### config.mk
export PLATFORM = sky130hd
export DESIGN_NAME = liteic_err_slave
export DESIGN_NICKNAME = d
export VERILOG_FILES = /design/src/rtl/liteic_pkg.sv /design/src/rtl/liteic_sat_cnt.sv /design/src/rtl/liteic_err_slave.sv
export SDC_FILE = /design/constraint.sdc
export NUM_CORES = 1
export LEC_CHECK = 0
export CAP_MARGIN = 5
export CORE_MARGIN = 2
export CORE_UTILIZATION = 39
export CTS_CLUSTER_SIZE = 8
export DETAILED_ROUTE_END_ITERATION = 10
export PLACE_DENSITY = 0.94
export SYNTH_ARGS = -nofsm -noshare
export SYNTH_HDL_FRONTEND = slang
export SYNTH_SLANG_ARGS = --single-unit
export TNS_END_PERCENT = 50
### constraint.sdc
create_clock -name clk_i -period 4.4 [get_ports clk_i]
set_input_delay 0.88 -clock clk_i [delete_from_list [all_inputs] [get_ports clk_i]]
set_output_delay 0.88 -clock clk_i [all_outputs]
set_load 0.005 [all_outputs]
### src/rtl/liteic_pkg.sv
`default_nettype none
// ============================================================================
// liteic_pkg: shared types and constants for the liteic interconnect | Rev 1.0
// ============================================================================
package liteic_pkg;

    typedef enum logic [1:0] {
        OKAY   = 2'b00,
        EXOKAY = 2'b01,
        SLVERR = 2'b10,
        DECERR = 2'b11
    } resp_t;

    typedef enum logic [1:0] {
        W_IDLE    = 2'd0,
        W_HAVE_AW = 2'd1,
        W_HAVE_W  = 2'd2,
        W_RESP    = 2'd3
    } w_state_t;

    typedef enum logic [0:0] {
        R_IDLE = 1'b0,
        R_RESP = 1'b1
    } r_state_t;

    localparam logic [31:0] ERR_DATA_DEFAULT = 32'hDEAD_BEEF;

endpackage
`default_nettype wire

### src/rtl/liteic_sat_cnt.sv
`default_nettype none
// ============================================================================
// liteic_sat_cnt: two-source saturating counter with synchronous clear | Rev 1.0
// ============================================================================
module liteic_sat_cnt #(
    parameter int WIDTH = 16
) (
    input  logic             clk_i,
    input  logic             rst_i,
    input  logic             inc_a,
    input  logic             inc_b,
    input  logic             clr,
    output logic [WIDTH-1:0] cnt_o
);

    localparam int SW = WIDTH + 1;

    logic [WIDTH-1:0] cnt_q;
    logic [WIDTH-1:0] cnt_d;
    logic [WIDTH:0]   w_sum;

    // One extra bit catches any overflow of a +1 or +2 step, so saturation is a single test.
    always_comb begin
        w_sum = {1'b0, cnt_q} + SW'(inc_a) + SW'(inc_b);
        cnt_d = w_sum[WIDTH] ? {WIDTH{1'b1}} : w_sum[WIDTH-1:0];
        if (clr) begin
            cnt_d = '0;
        end
    end

    always_ff @(posedge clk_i or posedge rst_i) begin
        if (rst_i) begin
            cnt_q <= '0;
        end else begin
            cnt_q <= cnt_d;
        end
    end

    assign cnt_o = cnt_q;

endmodule
`default_nettype wire

### src/rtl/liteic_err_slave.sv
`default_nettype none
// ============================================================================
// liteic_err_slave: AXI4-Lite default slave answering DECERR, with debug status | Rev 1.0
// ============================================================================
module liteic_err_slave
    import liteic_pkg::*;
#(
    parameter int          ADDR_WIDTH = 32,
    parameter int          DATA_WIDTH = 32,
    parameter logic [31:0] ERR_DATA   = ERR_DATA_DEFAULT,
    parameter int          CNT_WIDTH  = 16
) (
    input  logic                    clk_i,
    input  logic                    rst_i,
    input  logic [ADDR_WIDTH-1:0]   awaddr_i,
    input  logic                    awvalid_i,
    output logic                    awready_o,
    input  logic [DATA_WIDTH-1:0]   wdata_i,
    input  logic [DATA_WIDTH/8-1:0] wstrb_i,
    input  logic                    wvalid_i,
    output logic                    wready_o,
    output logic [1:0]              bresp_o,
    output logic                    bvalid_o,
    input  logic                    bready_i,
    input  logic [ADDR_WIDTH-1:0]   araddr_i,
    input  logic                    arvalid_i,
    output logic                    arready_o,
    output logic [DATA_WIDTH-1:0]   rdata_o,
    output logic [1:0]              rresp_o,
    output logic                    rvalid_o,
    input  logic                    rready_i,
    output logic [ADDR_WIDTH-1:0]   err_addr_o,
    output logic [CNT_WIDTH-1:0]    err_cnt_o,
    input  logic                    cnt_clr_i
);

    w_state_t              wstate_q;
    w_state_t              wstate_d;
    r_state_t              rstate_q;
    r_state_t              rstate_d;
    logic [ADDR_WIDTH-1:0] err_addr_q;

    logic w_aw_hs;
    logic w_w_hs;
    logic w_b_hs;
    logic w_ar_hs;
    logic w_r_hs;
    logic w_unused;

    // Write data is discarded: the transaction only needs to be completed, not performed.
    assign w_unused = ^{wdata_i, wstrb_i};

    always_comb begin
        wstate_d  = wstate_q;
        awready_o = 1'b0;
        wready_o  = 1'b0;
        bvalid_o  = 1'b0;
        case (wstate_q)
            W_IDLE: begin
                awready_o = 1'b1;
                wready_o  = 1'b1;
                if (awvalid_i && wvalid_i) begin
                    wstate_d = W_RESP;
                end else if (awvalid_i) begin
                    wstate_d = W_HAVE_AW;
                end else if (wvalid_i) begin
                    wstate_d = W_HAVE_W;
                end
            end
            W_HAVE_AW: begin
                wready_o = 1'b1;
                if (wvalid_i) begin
                    wstate_d = W_RESP;
                end
            end
            W_HAVE_W: begin
                awready_o = 1'b1;
                if (awvalid_i) begin
                    wstate_d = W_RESP;
                end
            end
            W_RESP: begin
                bvalid_o = 1'b1;
                if (bready_i) begin
                    wstate_d = W_IDLE;
                end
            end
            default: wstate_d = W_IDLE;
        endcase
    end

    always_comb begin
        rstate_d  = rstate_q;
        arready_o = 1'b0;
        rvalid_o  = 1'b0;
        case (rstate_q)
            R_IDLE: begin
                arready_o = 1'b1;
                if (arvalid_i) begin
                    rstate_d = R_RESP;
                end
            end
            R_RESP: begin
                rvalid_o = 1'b1;
                if (rready_i) begin
                    rstate_d = R_IDLE;
                end
            end
            default: rstate_d = R_IDLE;
        endcase
    end

    always_ff @(posedge clk_i or posedge rst_i) begin
        if (rst_i) begin
            wstate_q <= W_IDLE;
            rstate_q <= R_IDLE;
        end else begin
            wstate_q <= wstate_d;
            rstate_q <= rstate_d;
        end
    end

    assign w_aw_hs = awvalid_i & awready_o;
    assign w_w_hs  = wvalid_i  & wready_o;
    assign w_b_hs  = bvalid_o  & bready_i;
    assign w_ar_hs = arvalid_i & arready_o;
    assign w_r_hs  = rvalid_o  & rready_i;

    // A write address takes priority when both channels present one together.
    always_ff @(posedge clk_i or posedge rst_i) begin
        if (rst_i) begin
            err_addr_q <= '0;
        end else if (w_aw_hs) begin
            err_addr_q <= awaddr_i;
        end else if (w_ar_hs) begin
            err_addr_q <= araddr_i;
        end
    end

    liteic_sat_cnt #(
        .WIDTH (CNT_WIDTH)
    ) u_err_cnt (
        .clk_i (clk_i),
        .rst_i (rst_i),
        .inc_a (w_b_hs),
        .inc_b (w_r_hs),
        .clr   (cnt_clr_i),
        .cnt_o (err_cnt_o)
    );

    assign err_addr_o = err_addr_q;
    assign bresp_o    = DECERR;
    assign rresp_o    = DECERR;
    assign rdata_o    = DATA_WIDTH'(ERR_DATA);

endmodule
`default_nettype wire

-- After elaboration in Yosys (flattened, before gate mapping)
Cells that the tools add are included.
- div/mod/pow operators: 0
- reduce and logical (&&, ||, !) cells: 6
- equality and inequality tests: 7
- bitwise operators: 5
- multipliers: 0
- add/sub/neg operators: 2
- shift-type cells: 0
- multiplexer cells: 19
- magnitude comparators: 0
- operators by type and width (cell ; count):
    2-to-1 mux 32 bit ; 2
    2-to-1 mux 16 bit ; 2
    adder 16 x 1 -> 17 bit ; 1
    adder 17 x 1 -> 17 bit ; 1
    2-to-1 mux 2 bit ; 6
    case mux 2 bit (4 select lines) ; 1
    2-to-1 mux 1 bit ; 7
    inequality test 2 bit, second input constant ; 3
    AND 1 bit ; 4
    equality test 2 bit, second input constant ; 2
    inequality test 4 bit, second input constant ; 1
    AND reduction 4 bit ; 1
    OR reduction 2 bit ; 2
    equality test 2 x 1 -> 1 bit, second input constant ; 1
    logical NOT 2 bit ; 1
    case mux 1 bit (2 select lines) ; 1
    nonzero test 2 bit ; 1
    logical AND 1 bit ; 1
    NOT 1 bit ; 1
- memory bits (writable): 0
- latch bits: 0
- logic and storage cells: 43
- input port bits: 108
- output and inout port bits: 89
- memories kept: 0
- register bits: 51
- bits in read-only memories: 0

-- Depth between registers and ports, before layout
- word-level depth: 7
- depth in mapped cells: 9
- gate-level depth less buffers: 8

-- Modules after synthesis
A second synthesis with hierarchy kept.
- cells, all modules: 325
- area, all modules: 3154.3 sq um
- modules (own cells, without submodules) (module ; area each (sq um) ; instances ; cells an instance ; sequential area each (sq um)):
    liteic_err_slave ; 2243.4 ; 1 ; 242 ; 875.8
    liteic_sat_cnt ; 910.9 ; 1 ; 83 ; 400.4

-- Worst setup path before layout
No wires, ideal clock.
- path kind: input to register
- start: in rready_i
- end: reg u_err_cnt.cnt_q[10] (netlist: u_err_cnt.cnt_o[10])
- data required time: 4.322 ns
- buffers on the path: 1
- arrival: 2.352 ns
- setup time: 0.078 ns
- setup slack: 1.970 ns
- stages: 8
- cells stage by stage: and2_1 -> fa_1 -> ha_1 -> nand3_4 -> nor4_4 -> nand3_4 -> buf_6 -> a21oi_2
- cells in the longest elaborated chain, start to end: 4
- RTL lines (what ; RTL line ; RTL):
    start, declared ; liteic_err_slave.sv:31 ; input logic rready_i,
    AND 1 bit ; liteic_err_slave.sv:127 ; assign w_r_hs = rvalid_o & rready_i;
    adder 17 x 1 -> 17 bit ; liteic_sat_cnt.sv:24 ; w_sum = {1'b0, cnt_q} + SW'(inc_a) + SW'(inc_b);
    2-to-1 mux 16 bit ; liteic_sat_cnt.sv:25 ; cnt_d = w_sum[WIDTH] ? {WIDTH{1'b1}} : w_sum[WIDTH-1:0];
    2-to-1 mux 16 bit ; liteic_sat_cnt.sv:26 ; if (clr) begin
    via u_err_cnt.cnt_d[10] ; liteic_sat_cnt.sv:19 ; logic [WIDTH-1:0] cnt_d;
    end signal, assigned ; liteic_sat_cnt.sv:35 ; cnt_q <= cnt_d;
    end, declared ; liteic_sat_cnt.sv:18 ; logic [WIDTH-1:0] cnt_q;
The timed path passes the listed nets, and every way through them passes these cells.
A chain may end at the register's enable or synchronous reset.

-- Worst setup path in the final report
- start: in rready_i
- end: reg u_err_cnt.cnt_q[0] (netlist: u_err_cnt.cnt_o[0])
The elaborated chain is that of the path after synthesis.

==> flow_metrics.env <==
export IMPL_postLayoutCellArea_um2=4170
export IMPL_cp_data_required_time_ns=4.60
export IMPL_starting_density_of_the_core_pct=40.0
export IMPL_vias_per_cell=4.72
export IMPL_synth_warnings=0
export IMPL_cts_root_buf="sky130_fd_sc_hd__clkbuf_8"
export IMPL_cts_max_path_buffers=2
export IMPL_path_cells="clkdlybuf4s50_1 > and2_1 > fa_1 > ha_1 > nand3_4 > nor4_4 > nand3_4 > a21oi_1"
export IMPL_synth_cell_type_count=35
export IMPL_final_setup_viols=0
export IMPL_combinationalPowerShare_pct=44.9
export IMPL_clock_sink_count=51
export IMPL_global_route_wire_length_before_repair_mm=11.8
export IMPL_crit_fanout=13
export IMPL_route_detailed_drc=0
export IMPL_design_final_nets=516
export IMPL_worstPathBufferInverterCount=1
export IMPL_cts_htree_levels=2
export IMPL_power_ir_vdd_worst_v=0.000192
export IMPL_grt_met3_usage_pct=5.87
export IMPL_syn_area_um2=2870
export IMPL_hpwl_mm=5.41
export IMPL_core_region_area_um2=7180
export IMPL_cts_buffers=5
export IMPL_floorplan_die_width_um=89.8
export IMPL_layout_cells_most_common="sky130_fd_sc_hd__clkdlybuf4s50_1"
export IMPL_crit_path_end_kind="flop"
export IMPL_tritoncts_clock_tree="built"
export IMPL_drt_pass1_iter_count=4
export IMPL_power_density_nw_per_um2=482
export IMPL_core_rowCount=31
export IMPL_pwr_share_clk_pct=18.8
export IMPL_insertedDiodeCount=0
export IMPL_critPathSlowestCell="sky130_fd_sc_hd__clkdlybuf4s50_1"
export IMPL_fin_crit_ns=2.90
export IMPL_sequentialPowerShare_pct=36.3
export IMPL_path_class="in -> reg"
export IMPL_chipHeight_um=89.8
export IMPL_cts_repair_resized=0
export IMPL_cellInternalPower_w=0.00139
export IMPL_synth_yosys_seq_area_share_pct=44.5
export IMPL_global_route_overflow_total=0
export IMPL_avgRoutedWirePerCell_um=14.2
export IMPL_drt_iter0_markers=54
export IMPL_gate_family_responsible_for_the_most_delay_along_the_worst_path="simple AND/OR/NAND/NOR gates"
export IMPL_sw_frac_of_total_pct=30.6
export IMPL_die_area_um2=8060
export IMPL_synth_ff_latch_count=51
export IMPL_synth_edff_count=0
export IMPL_hold_path_class="reg -> reg"
export IMPL_count_of_buffers_added_by_post_cts_timing_repair_for_setup=0
export IMPL_most_common_layout_cells="124 x sky130_fd_sc_hd__clkdlybuf4s50_1, 51 x sky130_fd_sc_hd__dfrtp_1, 37 x sky130_fd_sc_hd__nor2_1"
export IMPL_outcome="finished clean"
export IMPL_grt_met2_usage_pct=31.9
export IMPL_grt_busiest_layer="met2"
export IMPL_area_growth_synth_to_final_pct=45.4
export IMPL_gate_count_of_the_mapped_netlist=285
export IMPL_synth_flop_type="sky130_fd_sc_hd__dfrtp_1"
export IMPL_hold_buffers=0
export IMPL_finalCritPeriodShare_pct=66.0
export IMPL_final_hold_viol_count=0
export IMPL_largest_net_degree_at_the_start_of_global_routing=65
export IMPL_setup_skew_ns=0.00610
export IMPL_layout_cells_non_filler=502
export IMPL_p_sw_w=0.000616
export IMPL_maxCapViolCount=0
export IMPL_met1_global_route_usage_pct=20.8
export IMPL_avgSynthCellArea_um2=10.1
export IMPL_totalNegativeSetupSlack_ns=0
export IMPL_track_usage_pct=17.9
export IMPL_placed_cells_incl_taps=494
export IMPL_type_of_element_launching_the_critical_path="primary input"
export IMPL_crit_path_max_incr_delay_ns=0.46
export IMPL_number_of_global_route_vias_before_repair=2411
export IMPL_worstSkewPairLatency_ns=0.30
export IMPL_max_clock_freq_ghz=0.344
export IMPL_clkTransAtPathRegs_ns=0.09
export IMPL_number_of_vias_after_detailed_routing=2369
export IMPL_synth_async_sr_flop_share_pct=100
export IMPL_final_max_slew_viol_count=0
export IMPL_crit_path_frequent_cell="sky130_fd_sc_hd__nand3_4"
export IMPL_placed_cell_area_um2=4040
export IMPL_arrival_ns=3.10
export IMPL_total_leakage_power_nw=1.86
export IMPL_worst_slew_pin_transition_ns=1.12
export IMPL_grt_antenna_before_repair=0
export IMPL_postRouteWirelength_mm=7.11
export IMPL_finalWeightedCongestion=0.770
export IMPL_ios=197
export IMPL_buffer_ports_inserted=124
export IMPL_rsz0062_at_grt="false"
export IMPL_layout_drive_gt1_share_pct=7.20
export IMPL_max_slew_margin_rel_pct=24.9
export IMPL_ant_nets=0
export IMPL_fillerInstances=582
==> power by group through the flow <==
| stage | clock network, W | logic, W | registers, W |
|---|---|---|---|
| floorplan | 0 | 0.000410 | 0.000745 |
| global placement | 0 | 0.000864 | 0.000728 |
| detailed placement | 0 | 0.000906 | 0.000742 |
| CTS | 0.000391 | 0.000907 | 0.000732 |
| global route | 0.000414 | 0.000985 | 0.000752 |
| finish | 0.000378 | 0.000902 | 0.000730 |
==> layout make-up <==
cell class | count | area [um^2] | share of cell area, %
Clock inverter | 3 | 67.6 | 1.62
Clock buffer | 5 | 68.8 | 1.65
Timing Repair Buffer | 124 | 1240 | 29.8
Sequential cell | 51 | 1280 | 30.6
Multi-Input combinational cell | 209 | 1350 | 32.4
Tap cell | 99 | 124 | 2.97
Inverter | 11 | 41.3 | 0.990
==> metrics by stage <==
step           hold WS, ns  total power [W]  worst slack (ns)  util [%]
6_report             0.541          0.00201              1.50      58.1
5_1_grt              0.565          0.00215              1.35      58.1
4_1_cts              0.543          0.00203              1.47      58.1
3_5_place_dp         0.529          0.00165              1.14      56.2
3_3_place_gp         0.519          0.00159              1.25      56.2
2_1_floorplan        0.505          0.00115              1.97         -
==> flip-flops by register name, indices dropped and copies added, names as in the netlist <==
register and cells:
err_addr_o 32, u_err_cnt.cnt_o 16, rstate_q 1, wstate_q 2
==> worst paths after layout <==
check	startpoint	endpoint	slack [ns]	cells after the start
setup / recovery	rready_i	u_err_cnt.cnt_o[0]$_DFF_PP0_	1.50	8
hold / removal	u_err_cnt.cnt_o[14]$_DFF_PP0_	u_err_cnt.cnt_o[14]$_DFF_PP0_	0.54	1
setup reg to reg	wstate_q[0]$_DFFE_PP0P_	u_err_cnt.cnt_o[0]$_DFF_PP0_	2.00	8
hold reg to reg	u_err_cnt.cnt_o[14]$_DFF_PP0_	u_err_cnt.cnt_o[14]$_DFF_PP0_	0.54	1
max in group asynchronous	rst_i	err_addr_o[6]$_DFFE_PP0P_	2.57	2
min in group asynchronous	rst_i	err_addr_o[26]$_DFFE_PP0P_	1.17	2
==> kinds of logic (layout without fill, tap and decap cells) <==
family	after synthesis	count (layout)	share of synthesized area, %
AO/OA/AOI/OAI	54	54	11.4
XOR/XNOR	10	10	3.05
adder cells (fa/ha/maj)	6	6	2.88
buffers and inverters	59	143	13.0
flip-flops	51	51	44.5
multiplexers	36	36	12.6
other	2	36	0.262
AND/OR/NAND/NOR	67	67	12.3
==> cell usage after synthesis (2+ instances only) <==
cell	instances	area (um^2)
sky130_fd_sc_hd__dfrtp_1	51	1280
sky130_fd_sc_hd__nor2_1	37	139
sky130_fd_sc_hd__a21oi_1	36	180
sky130_fd_sc_hd__buf_4	36	270
sky130_fd_sc_hd__mux2i_1	36	360
sky130_fd_sc_hd__inv_1	11	41.3
sky130_fd_sc_hd__xnor2_1	10	87.6
sky130_fd_sc_hd__a21oi_2	9	78.8
sky130_fd_sc_hd__buf_2	7	35.0
sky130_fd_sc_hd__nand2_1	7	26.3
sky130_fd_sc_hd__ha_1	5	62.6
sky130_fd_sc_hd__nor3_1	5	25.0
sky130_fd_sc_hd__clkbuf_1	4	15.0
sky130_fd_sc_hd__o21ai_0	3	15.0
sky130_fd_sc_hd__and2_1	2	12.5
sky130_fd_sc_hd__and3_1	2	12.5
sky130_fd_sc_hd__conb_1	2	7.51
sky130_fd_sc_hd__nand3_4	2	35.0
sky130_fd_sc_hd__nand4_1	2	12.5
sky130_fd_sc_hd__nor4_1	2	12.5
sky130_fd_sc_hd__or2_2	2	12.5
==> layer usage <==
layer	vias up	routed length [um]
met5	-	0
met4	0	97
met3	10	538
met2	105	3610
met1	1130	2870
li1	1124	-
No activity file was read; power rests on OpenSTA's default activity.
